$ cat config.mk
export PLATFORM = sky130hd
export DESIGN_NAME = mpu_iic_sequencer_flat
export DESIGN_NICKNAME = d
export VERILOG_FILES = /design/src/rtl/mpu_pkg.sv /design/src/rtl/mpu_iic_sequencer_if.sv /design/src/rtl/mpu_rate_tick.sv /design/src/rtl/mpu_iic_sequencer.sv /design/src/flat_wrapper.sv
export SDC_FILE = /design/constraint.sdc
export NUM_CORES = 1
export LEC_CHECK = 0
export ABC_AREA = 1
export CAP_MARGIN = 0
export CORE_MARGIN = 5
export CORE_UTILIZATION = 55
export DETAILED_ROUTE_END_ITERATION = 8
export PLACE_DENSITY = 0.85
export RECOVER_POWER = 100
export SYNTH_ARGS = -nofsm -noshare
export SYNTH_HDL_FRONTEND = slang
export SYNTH_SLANG_ARGS = --single-unit
$ cat constraint.sdc
create_clock -name clk -period 3.35 [get_ports clk]
set_input_delay 0.67 -clock clk [delete_from_list [all_inputs] [get_ports clk]]
set_output_delay 0.67 -clock clk [all_outputs]
set_load 0.02 [all_outputs]
$ cat src/rtl/mpu_pkg.sv
// mpu_pkg: shared states, register addresses and the MPU-6050 init table
package mpu_pkg;
  typedef enum logic [3:0] {
    PWRUP, INIT_ISSUE, INIT_WAIT, IDLE, ACC_ISSUE, ACC_WAIT, GYR_ISSUE, GYR_WAIT, PUBLISH
  } state_t;
  localparam int INIT_LEN = 5;
  localparam logic [7:0] REG_ACCEL_XOUT_H = 8'h3B;
  localparam logic [7:0] REG_GYRO_XOUT_H = 8'h43;
  localparam logic [INIT_LEN-1:0][15:0] INIT_TABLE = {16'h1C01, 16'h1B18, 16'h1A06, 16'h1907, 16'h6B00};
endpackage

$ cat src/rtl/mpu_iic_sequencer_if.sv
// mpu_iic_sequencer_if: command/response signals between the sequencer and the I2C byte engine
interface mpu_iic_sequencer_if;
  logic en_start;
  logic [2:0] n_send;
  logic [2:0] m_read;
  logic read_now;
  logic [7:0] tx_data;
  logic send_done;
  logic busy;
  logic data_avalid;
  logic [7:0] data;
  modport master(output en_start, n_send, m_read, read_now, tx_data, input send_done, busy, data_avalid, data);
  modport slave(input en_start, n_send, m_read, read_now, tx_data, output send_done, busy, data_avalid, data);
endinterface

$ cat src/rtl/mpu_rate_tick.sv
// mpu_rate_tick: free-running divider emitting a one-cycle tick every DIV cycles
module mpu_rate_tick #(
  parameter int DIV = 50_000
) (
  input  logic clk,
  input  logic rst,
  output logic tick
);
  localparam int W = $clog2(DIV + 1);
  logic [W-1:0] cnt;
  assign tick = cnt == W'(DIV - 1);
  // wrap at the terminal count so ticks stay periodic regardless of the consumer
  always_ff @(posedge clk) cnt <= (rst || tick) ? '0 : cnt + 1'b1;
endmodule

$ cat src/rtl/mpu_iic_sequencer.sv
// mpu_iic_sequencer: MPU-6050 init writer and periodic accel/gyro burst reader; define MPU_SEQ_TIMEOUT_EN for the per-transaction watchdog
module mpu_iic_sequencer
  import mpu_pkg::*;
#(
  parameter int CLK_HZ      = 50_000_000,
  parameter int SAMPLE_HZ   = 1000,
  parameter int PWRUP_CYC   = 5_000_000,
  parameter int TIMEOUT_CYC = 2_000_000
) (
  input  logic clk,
  input  logic rst,
  mpu_iic_sequencer_if.master iic,
  output logic signed [15:0] accel_x,
  output logic signed [15:0] accel_y,
  output logic signed [15:0] accel_z,
  output logic signed [15:0] gyro_x,
  output logic signed [15:0] gyro_y,
  output logic signed [15:0] gyro_z,
  output logic sample_valid,
  output logic init_done,
  output logic err
);
  state_t state, next;
  logic tick, busy_q, fall, to, sent_first, init_st, acc_st, gyr_st, rd_st, capture, short_burst, load, last_idx;
  logic [31:0] pcnt;
  logic [2:0] idx;
  logic [3:0] byte_cnt;
  logic [7:0] shadow [12];

  mpu_rate_tick #(.DIV(CLK_HZ / SAMPLE_HZ)) u_tick (.clk(clk), .rst(rst), .tick(tick));

  assign init_st = state == INIT_ISSUE || state == INIT_WAIT;
  assign acc_st = state == ACC_ISSUE || state == ACC_WAIT;
  assign gyr_st = state == GYR_ISSUE || state == GYR_WAIT;
  assign rd_st = acc_st || gyr_st;
  assign fall = busy_q & ~iic.busy;
  assign last_idx = idx == 3'(INIT_LEN - 1);
  assign capture = iic.data_avalid && ((state == ACC_WAIT && byte_cnt < 4'd6) || (state == GYR_WAIT && byte_cnt < 4'd12));
  assign short_burst = fall && ((state == ACC_WAIT && byte_cnt < 4'd6) || (state == GYR_WAIT && byte_cnt < 4'd12));
  assign load = state == GYR_WAIT && fall && byte_cnt == 4'd12 && !to;

`ifdef MPU_SEQ_TIMEOUT_EN
  logic [31:0] tcnt;
  // watchdog restarted by every start pulse, saturating at the limit
  always_ff @(posedge clk) tcnt <= (rst || iic.en_start) ? '0 : tcnt == 32'(TIMEOUT_CYC - 1) ? tcnt : tcnt + 32'd1;
  assign to = (state == INIT_WAIT || state == ACC_WAIT || state == GYR_WAIT) && tcnt == 32'(TIMEOUT_CYC - 1);
`else
  assign to = TIMEOUT_CYC < 0;
`endif

  // state register
  always_ff @(posedge clk) state <= rst ? PWRUP : next;

  // next-state logic; a timeout outranks a completing transaction
  always_comb begin
    next = state;
    case (state)
      PWRUP:      next = pcnt == 32'(PWRUP_CYC - 1) ? INIT_ISSUE : PWRUP;
      INIT_ISSUE: next = iic.busy ? INIT_ISSUE : INIT_WAIT;
      INIT_WAIT:  next = to ? INIT_ISSUE : !fall ? INIT_WAIT : last_idx ? IDLE : INIT_ISSUE;
      IDLE:       next = tick ? ACC_ISSUE : IDLE;
      ACC_ISSUE:  next = iic.busy ? ACC_ISSUE : ACC_WAIT;
      ACC_WAIT:   next = (to || short_burst) ? IDLE : fall ? GYR_ISSUE : ACC_WAIT;
      GYR_ISSUE:  next = iic.busy ? GYR_ISSUE : GYR_WAIT;
      GYR_WAIT:   next = (to || short_burst) ? IDLE : fall ? PUBLISH : GYR_WAIT;
      default:    next = IDLE;
    endcase
  end

  // counters, flags and published sample words
  always_ff @(posedge clk) begin
    if (rst) begin
      busy_q <= 1'b0;
      pcnt <= '0;
      idx <= '0;
      sent_first <= 1'b0;
      byte_cnt <= '0;
      init_done <= 1'b0;
      err <= 1'b0;
      {accel_x, accel_y, accel_z, gyro_x, gyro_y, gyro_z} <= '0;
    end else begin
      busy_q <= iic.busy;
      pcnt <= state == PWRUP ? pcnt + 32'd1 : '0;
      sent_first <= state == INIT_WAIT && (sent_first || iic.send_done);
      if (state == INIT_WAIT && (to || fall)) idx <= (to || last_idx) ? '0 : idx + 3'd1;
      if (state == INIT_WAIT && fall && !to && last_idx) init_done <= 1'b1;
      if (to || short_burst) err <= 1'b1;
      if (iic.en_start && state == ACC_ISSUE) byte_cnt <= '0;
      else if (capture) byte_cnt <= byte_cnt + 4'd1;
      if (load) begin
        accel_x <= {shadow[0], shadow[1]};
        accel_y <= {shadow[2], shadow[3]};
        accel_z <= {shadow[4], shadow[5]};
        gyro_x <= {shadow[6], shadow[7]};
        gyro_y <= {shadow[8], shadow[9]};
        gyro_z <= {shadow[10], shadow[11]};
      end
    end
  end

  // shadow bytes only become visible through a completed gyro burst
  always_ff @(posedge clk) if (capture) shadow[byte_cnt] <= iic.data;

  // master command outputs, held by state until busy falls
  always_comb begin
    iic.en_start = (state == INIT_ISSUE || state == ACC_ISSUE || state == GYR_ISSUE) && !iic.busy;
    iic.n_send = init_st ? 3'd2 : rd_st ? 3'd1 : 3'd0;
    iic.m_read = rd_st ? 3'd5 : 3'd0;
    iic.read_now = rd_st;
    iic.tx_data = init_st ? (sent_first ? INIT_TABLE[idx][7:0] : INIT_TABLE[idx][15:8]) :
                  acc_st ? REG_ACCEL_XOUT_H : gyr_st ? REG_GYRO_XOUT_H : 8'h00;
    sample_valid = state == PUBLISH;
  end
endmodule

$ cat src/flat_wrapper.sv
// flat-port wrapper written by rule: the top's interface ports become plain ports
module mpu_iic_sequencer_flat import mpu_pkg::*;
#(
  parameter int CLK_HZ      = 50_000_000,
  parameter int SAMPLE_HZ   = 1000,
  parameter int PWRUP_CYC   = 5_000_000,
  parameter int TIMEOUT_CYC = 2_000_000
)
  (clk, rst, accel_x, accel_y, accel_z, gyro_x, gyro_y, gyro_z, sample_valid, init_done, err, iic_en_start, iic_n_send, iic_m_read, iic_read_now, iic_tx_data, iic_send_done, iic_busy, iic_data_avalid, iic_data);
  mpu_iic_sequencer_if iic_i ();
  input  logic clk;
  input  logic rst;
  output logic signed [15:0] accel_x;
  output logic signed [15:0] accel_y;
  output logic signed [15:0] accel_z;
  output logic signed [15:0] gyro_x;
  output logic signed [15:0] gyro_y;
  output logic signed [15:0] gyro_z;
  output logic sample_valid;
  output logic init_done;
  output logic err;
  output wire logic [$bits(iic_i.en_start)-1:0] iic_en_start;
  output wire logic [$bits(iic_i.n_send)-1:0] iic_n_send;
  output wire logic [$bits(iic_i.m_read)-1:0] iic_m_read;
  output wire logic [$bits(iic_i.read_now)-1:0] iic_read_now;
  output wire logic [$bits(iic_i.tx_data)-1:0] iic_tx_data;
  input wire logic [$bits(iic_i.send_done)-1:0] iic_send_done;
  input wire logic [$bits(iic_i.busy)-1:0] iic_busy;
  input wire logic [$bits(iic_i.data_avalid)-1:0] iic_data_avalid;
  input wire logic [$bits(iic_i.data)-1:0] iic_data;
  assign iic_en_start = iic_i.en_start;
  assign iic_n_send = iic_i.n_send;
  assign iic_m_read = iic_i.m_read;
  assign iic_read_now = iic_i.read_now;
  assign iic_tx_data = iic_i.tx_data;
  assign iic_i.send_done = iic_send_done;
  assign iic_i.busy = iic_busy;
  assign iic_i.data_avalid = iic_data_avalid;
  assign iic_i.data = iic_data;
  mpu_iic_sequencer #(.CLK_HZ(CLK_HZ), .SAMPLE_HZ(SAMPLE_HZ), .PWRUP_CYC(PWRUP_CYC), .TIMEOUT_CYC(TIMEOUT_CYC)) u_core (.clk(clk), .rst(rst), .iic(iic_i), .accel_x(accel_x), .accel_y(accel_y), .accel_z(accel_z), .gyro_x(gyro_x), .gyro_y(gyro_y), .gyro_z(gyro_z), .sample_valid(sample_valid), .init_done(init_done), .err(err));
endmodule
## Yosys cells after proc, flatten, opt, wreduce, memory -nomap -nowiden

Memory sizes are Yosys's and may differ from the RTL's. A register that Yosys moved wholly into a read port is not among the register bits.
Index checks and enable logic that the tools add are counted.

| operators by class | value |
|---|---|
| add/subtract/negate cells | 4 |
| multiply operators | 0 |
| div/mod/pow operators | 0 |
| magnitude comparators | 3 |
| equality and inequality tests | 12 |
| shifts and indexed selects | 0 |
| mux-type cells | 25 |
| bitwise operators | 3 |
| reductions and logical operators | 24 |

Operators by type and width:

| kind | number |
|---|---|
| $add A32 B1 Y32 const B | 1 |
| $eq A32 B23 Y1 const B | 1 |
| $pmux W4 S8 | 1 |
| $mux W8 | 3 |
| $mux W3 | 6 |
| $add A16 B1 Y16 const B | 1 |
| $eq A16 B16 Y1 const B | 1 |
| $eq A4 B3 Y1 const B | 4 |
| $mux W16 | 1 |
| $mux W4 | 4 |
| $logic_and A1 B1 Y1 | 11 |
| $logic_or A1 B1 Y1 | 9 |
| $eq A4 B2 Y1 const B | 2 |
| $eq A4 B4 Y1 const B | 2 |
| $mux W7 | 1 |
| $mux W1 | 6 |
| $mux W2 | 3 |
| $add A4 B1 Y4 const B | 1 |
| $eq A4 B1 Y1 const B | 1 |
| $logic_not A4 Y1 | 1 |
| $lt A3 B4 Y1 const B | 1 |
| $lt A4 B3 Y1 const B | 1 |
| $lt A4 B4 Y1 const B | 1 |
| $reduce_or A2 Y1 | 2 |
| other kinds (5) | 6 |

| storage, ports and cells | value |
|---|---|
| bits in registers | 63 |
| bits in latches | 0 |
| RAM bits | 96 |
| memory bits (read-only) | 128 |
| bits of input ports | 13 |
| output and inout bits | 115 |
| word-level logic and storage cells | 82 |
| memories kept | 2 |

Memory list:

| name | words | width | read ports | clocked after Yosys merged registers in | write ports | RTL line | source |
|---|---|---|---|---|---|---|---|
| (no name shown) | 8 | 16 | 1 | 1 | 0 | mpu_iic_sequencer.sv:110 | `iic.tx_data = init_st ? (sent_first ? INIT_TABLE[idx][7:0] : INIT_TABLE[idx][15:8]) :` |
| u_core.shadow | 12 | 8 | 12 | 12 | 1 | mpu_iic_sequencer.sv:28 | `logic [7:0] shadow [12];` |

## Logic depth before layout (Yosys ltp)

| logic depth | value |
|---|---|
| depth after elaboration | 6 |
| gate-level depth with buffers | 11 |
| mapped depth without buffers | 11 |

## By module

From an unflattened synthesis, not the netlist that was laid out.

| second synthesis, totals | value |
|---|---|
| cells, all modules | 1124 |
| area, all modules | 10371.2 um^2 |

Modules (own cells, without submodules):

| module | instances | cells each | area an instance (um^2) | seq. area each (um^2) |
|---|---|---|---|---|
| mpu_iic_sequencer | 1 | 994 | 9511.6 | 5905.7 |
| mpu_rate_tick | 1 | 130 | 859.6 | 320.3 |

## Worst setup path after synthesis

OpenSTA, ideal clock, no wires.

| timing path | value |
|---|---|
| path kind | register -> register |
| start | register u_core.state[2] |
| end | memory u_core.shadow[10][0] (enable) |
| library setup time | 0.383 ns |
| arrival time | 1.867 ns |
| required time | 2.967 ns |
| path slack | 1.100 ns |
| stages on the path, launching flop included | 8 |
| buffers on the path | 1 |
| clock period less this slack | 2.250 ns |
| cell sequence | dfxtp_1 -> inv_2 -> nor2_2 -> nand3_2 -> nand2_4 -> nand2_4 -> buf_6 -> nor3_1 |

| between the ends | value |
|---|---|
| cells in the longest elaborated chain, start to end | 6 |
| elaborated cells between the ends (all ways) | 8 |
| classes of those cells | eq/ne (2); mux (2); reduce/logical (4) |

Ends and longest elaborated chain:

| item | RTL line | source |
|---|---|---|
| start: declaration | mpu_iic_sequencer.sv:23 | `state_t state, next;` |
| start signal: assignment | mpu_iic_sequencer.sv:52 | `always_ff @(posedge clk) state <= rst ? PWRUP : next;` |
| $eq A4 B3 Y1 | mpu_iic_sequencer.sv:38 | `assign capture = iic.data_avalid && ((state == ACC_WAIT && byte_cnt < 4'd6) \|\| (state == GYR_WAIT && byte_cnt ...` |
| $logic_and A1 B1 Y1 | mpu_iic_sequencer.sv:38 |  |
| $logic_or A1 B1 Y1 * | mpu_iic_sequencer.sv:38 |  |
| $logic_and A1 B1 Y1 * | mpu_iic_sequencer.sv:38 |  |
| $mux W1 * | mpu_iic_sequencer.sv:102 | `always_ff @(posedge clk) if (capture) shadow[byte_cnt] <= iic.data;` |
| $mux W1 (implied by the code) * | mpu_iic_sequencer.sv:102 |  |
| end: declaration | mpu_iic_sequencer.sv:28 |  |

Mark *: on every way between the ends. The rest lies on a longest branch, timed or not.

## Worst setup path after layout

| timing path | value |
|---|---|
| start | register u_core.state[1] |
| end | output port iic_tx_data[4] |

| between the ends | value |
|---|---|
| cells in the longest elaborated chain, start to end | 4 |
| elaborated cells between the ends (all ways) | 8 |
| classes of those cells | eq/ne (4); mux (2); reduce/logical (2) |

Ends and longest elaborated chain:

| item | RTL line | source |
|---|---|---|
| $eq A4 B3 Y1 | mpu_iic_sequencer.sv:33 | `assign acc_st = state == ACC_ISSUE \|\| state == ACC_WAIT;` |
| $logic_or A1 B1 Y1 | mpu_iic_sequencer.sv:33 |  |
| $mux W8 | mpu_iic_sequencer.sv:111 | `acc_st ? REG_ACCEL_XOUT_H : gyr_st ? REG_GYRO_XOUT_H : 8'h00;` |
| $mux W8 * | mpu_iic_sequencer.sv:110 |  |
| end: declaration | flat_wrapper.sv:26 | `output wire logic [$bits(iic_i.tx_data)-1:0] iic_tx_data;` |

Marked as above.

==> run summary <==
=================================================================================
Top Ports                                                                     128
Length in cells of the worst reg-to-reg path                                    6
Violated checks                                                      capacitance limit, slew limit
Number of stages on the worst hold path                                         2
Post-Route Skew                                                         0.0116 ns
Global placement routability congestion                                     0.917
Type of the most critical hold path                                  flip-flop to flip-flop
Wire length of the first global-routing pass                              36.7 mm
CTS Buf Count                                                                  26
Cell-internal power                                                       4970 uW
Clock latency at the later pin of the worst-skew pair                     0.53 ns
Height of the chip                                                         147 um
Average wire per standard cell                                            15.3 um
Clock-pin slew on the worst setup and hold paths                          0.06 ns
Combinational Power Share                                                   0.019
Mapped Area                                                           10400 sq um
Total overflow reported by the global router                                    0
Via total after detailed routing                                             7787
Count of buffers added by post-CTS timing repair for setup                      0
Worst reg2reg endpoint                                               u_core.shadow[7][5]
Run status                                                           finished with violations
Ratio of cells with drive above 1 in the final layout                      0.0506
Leakage                                                                0.00460 uW
Max Cap Violations                                                              1
Number of hold violations in the final report                                   0
Final total negative setup slack                                             0 ns
Number of flops mapped to enable cells by yosys                                96
Most common library cell in the layout ignoring fill and taps        sky130_fd_sc_hd__inv_1
Synth unique cells                                                             38
Sequential cell area fraction in the yosys report                           0.601
Final critical path time including I/O delays and setup                   3.11 ns
Antenna diodes                                                                  0
CTS HTree Levels                                                                1
Min setup slack post-route                                               0.237 ns
Max frequency                                                             321 MHz
Antenna viol nets, final                                                        0
CP Launch Type                                                          flip-flop
Largest net degree at the start of global routing                              98
Post-detailed-route via-to-cell ratio                                        5.19
Global Route Usage Sum                                                      0.206
Pwr Density                                                           504 nW/um^2
DRT Wirelength                                                            23.0 mm
Arrival time reported for the critical path endpoint                      2.44 ns
Layout overhead on the synthesized area                                     19.9%
Initial antenna violation count                                                 0
Required time worst endpoint                                              2.68 ns
Initial DRC count                                                             447
Clock sink count                                                              263
Std-Cell Core Area                                                    18600 sq um
Pre-Repair DR Iteration Count                                                   5
Hold_sp                                                                gyro_x[13]
Clock power frac                                                            0.451
Endpoint of the worst hold path                                        gyro_x[13]
Initial core utilization                                                    0.556
Buffers added on ports                                                        124
Syn_area_per_cell                                                      9.25 sq um
Final Util                                                                  0.666
Die Wd                                                                     147 um
Proportion of power drawn by flip-flops and latches                         0.530
Sw Ratio                                                                    0.206
Final clock period utilization by the worst path                            0.929
Root buffer selected by CTS                                          sky130_fd_sc_hd__clkbuf_16
Launch point of the worst reg-to-reg path                            u_core.state[2]
Commonest cells after routing, fill and taps aside                   sky130_fd_sc_hd__inv_1 (168), sky130_fd_sc_hd__dfxtp_1 (167), sky130_fd_sc_hd__nand2_1 (159)
# resized after CTS                                                             0
Detailed Place HPWL                                                       15.5 mm
Post-synthesis sequential element count                                       263
Total die area                                                        21700 sq um
Clock Path Buffers                                                              3
Number of warnings printed during yosys synthesis                               0
Unrepaired setup endpoints after global routing                                no
Fraction of synthesis flops using an asynchronous set or reset pin              0
CTS tree                                                                    built
Synth Instances                                                              1120
VDD IR max                                                             0.000420 V
Max-slew headroom                                                         -0.0957
Net Switching                                                             1290 uW
Transition time of the tightest slew-check pin                            1.64 ns
Hold_buf cts                                                                    0
Total count of max-transition violations in the final report                   98
Worst-path fanout max                                                           6
Pre-CTS setup slack                                                      0.636 ns
Setup Viol. Count Final                                                         0
Dominant synthesized flop cell                                       sky130_fd_sc_hd__dfxtp_1
Post-route DRC violation count                                                  0
Worst Setup End Kind                                                 primary output
R2r setup slk                                                             0.47 ns
Critical path type                                                   flip-flop to primary output
Post-layout net count                                                        1270
Via count of the first global-routing pass                                   7423
Count of standard-cell rows                                                    50
=================================================================================
per-stage QoR:
step / power (uW) / std cells / cell area [sq um] / hold WS, ns
2_1_floorplan: 3450 / 1122 / 10400 / 0.417
3_3_place_gp: 3510 / 1452 / 11700 / 0.431
3_5_place_dp: 3510 / 1452 / 11700 / 0.435
4_1_cts: 6310 / 1500 / 12500 / 0.444
5_1_grt: 6440 / 1500 / 12400 / 0.460
6_report: 6260 / 1500 / 12400 / 0.441
power groups by stage:
stage                     Combinational [uW]  Clock, uW  Sequential (uW)
after detailed placement                 122          0             3390
after global routing                     130       2990             3320
final                                    117       2830             3320
after floorplan                         67.2          0             3390
after CTS                                123       2870             3320
after global placement                   117          0             3390
worst max-delay path, cell delays in order, from the launching register on:
cell and delay, ns:
sky130_fd_sc_hd__dfxtp_1 0.37, sky130_fd_sc_hd__inv_1 0.12, sky130_fd_sc_hd__nand2_1 0.10, sky130_fd_sc_hd__a21oi_2 0.27, sky130_fd_sc_hd__o21ai_0 0.18, sky130_fd_sc_hd__o21ai_0 0.17, sky130_fd_sc_hd__dlygate4sd3_1 0.70
registers in the layout, indices dropped and copies added, names as in the netlist, named ones only:
register           flops
u_core.state           4
gyro_z                16
gyro_y                16
u_core.byte_cnt        4
u_core.busy_q          1
accel_x               16
u_core.pcnt           32
accel_z               16
u_core.sent_first      1
u_core.shadow         96
u_core.init_done       1
accel_y               16
u_core.err             1
u_core.idx             3
gyro_x                16
u_core.u_tick.cnt     16
layer usage:
| layer | routed length [um] | vias up | GRT usage | share of wire |
|---|---|---|---|---|
| met4 | 590 | 0 | 0.0568 | 0.026 |
| met3 | 1300 | 44 | 0.0339 | 0.056 |
| met2 | 11200 | 218 | 0.359 | 0.49 |
| met5 | 0 | - | 0 | 0 |
| met1 | 9900 | 3638 | 0.267 | 0.43 |
| li1 | - | 3887 | - | - |
synthesized netlist by cell type, drive strengths merged, types with 7 or more instances:
cell / instances / area (sq um)
clkbuf: 13 / 58.8
inv: 170 / 638
a21oi: 134 / 686
nor3: 29 / 165
o21ai: 107 / 536
buf: 30 / 302
nand2: 161 / 632
ha: 11 / 138
nand4: 7 / 43.8
nor2: 126 / 508
dfxtp: 167 / 3340
nand3: 41 / 215
edfxtp: 96 / 2880
xor2: 9 / 78.8
how the worst max path moves through the flow:
stage                                from                    to  cells past startpoint
after floorplan           u_core.state[2]  u_core.shadow[10][0]                      7
after global placement           iic_busy          iic_en_start                      5
after detailed placement         iic_busy          iic_en_start                      5
after CTS                 u_core.state[1]        iic_tx_data[4]                      6
after global routing      u_core.state[2]        iic_tx_data[4]                      6
final                     u_core.state[1]        iic_tx_data[4]                      6
cell type report:
class,instances,area [sq um]
clock buffers,34,701
clock inverters,14,130
fillers,1475,6220
inverters,170,638
multi-input cells,646,3090
flip-flops and latches,263,6230
well taps,234,293
repair buffers,139,1340
cells by family (layout without fill, tap and decap cells):
kind of cell,after synthesis,after routing,share of synthesized area
DFF,263,263,0.601
and+or+nand+nor,376,376,0.159
buffers and inverters,213,357,0.0963
other,1,3,0.000362
xor gates and xnor gates,11,11,0.00930
adders and majority gates,11,11,0.0133
AOI/OAI and AO/OA,245,245,0.121
(Power assumes the default switching activity.)
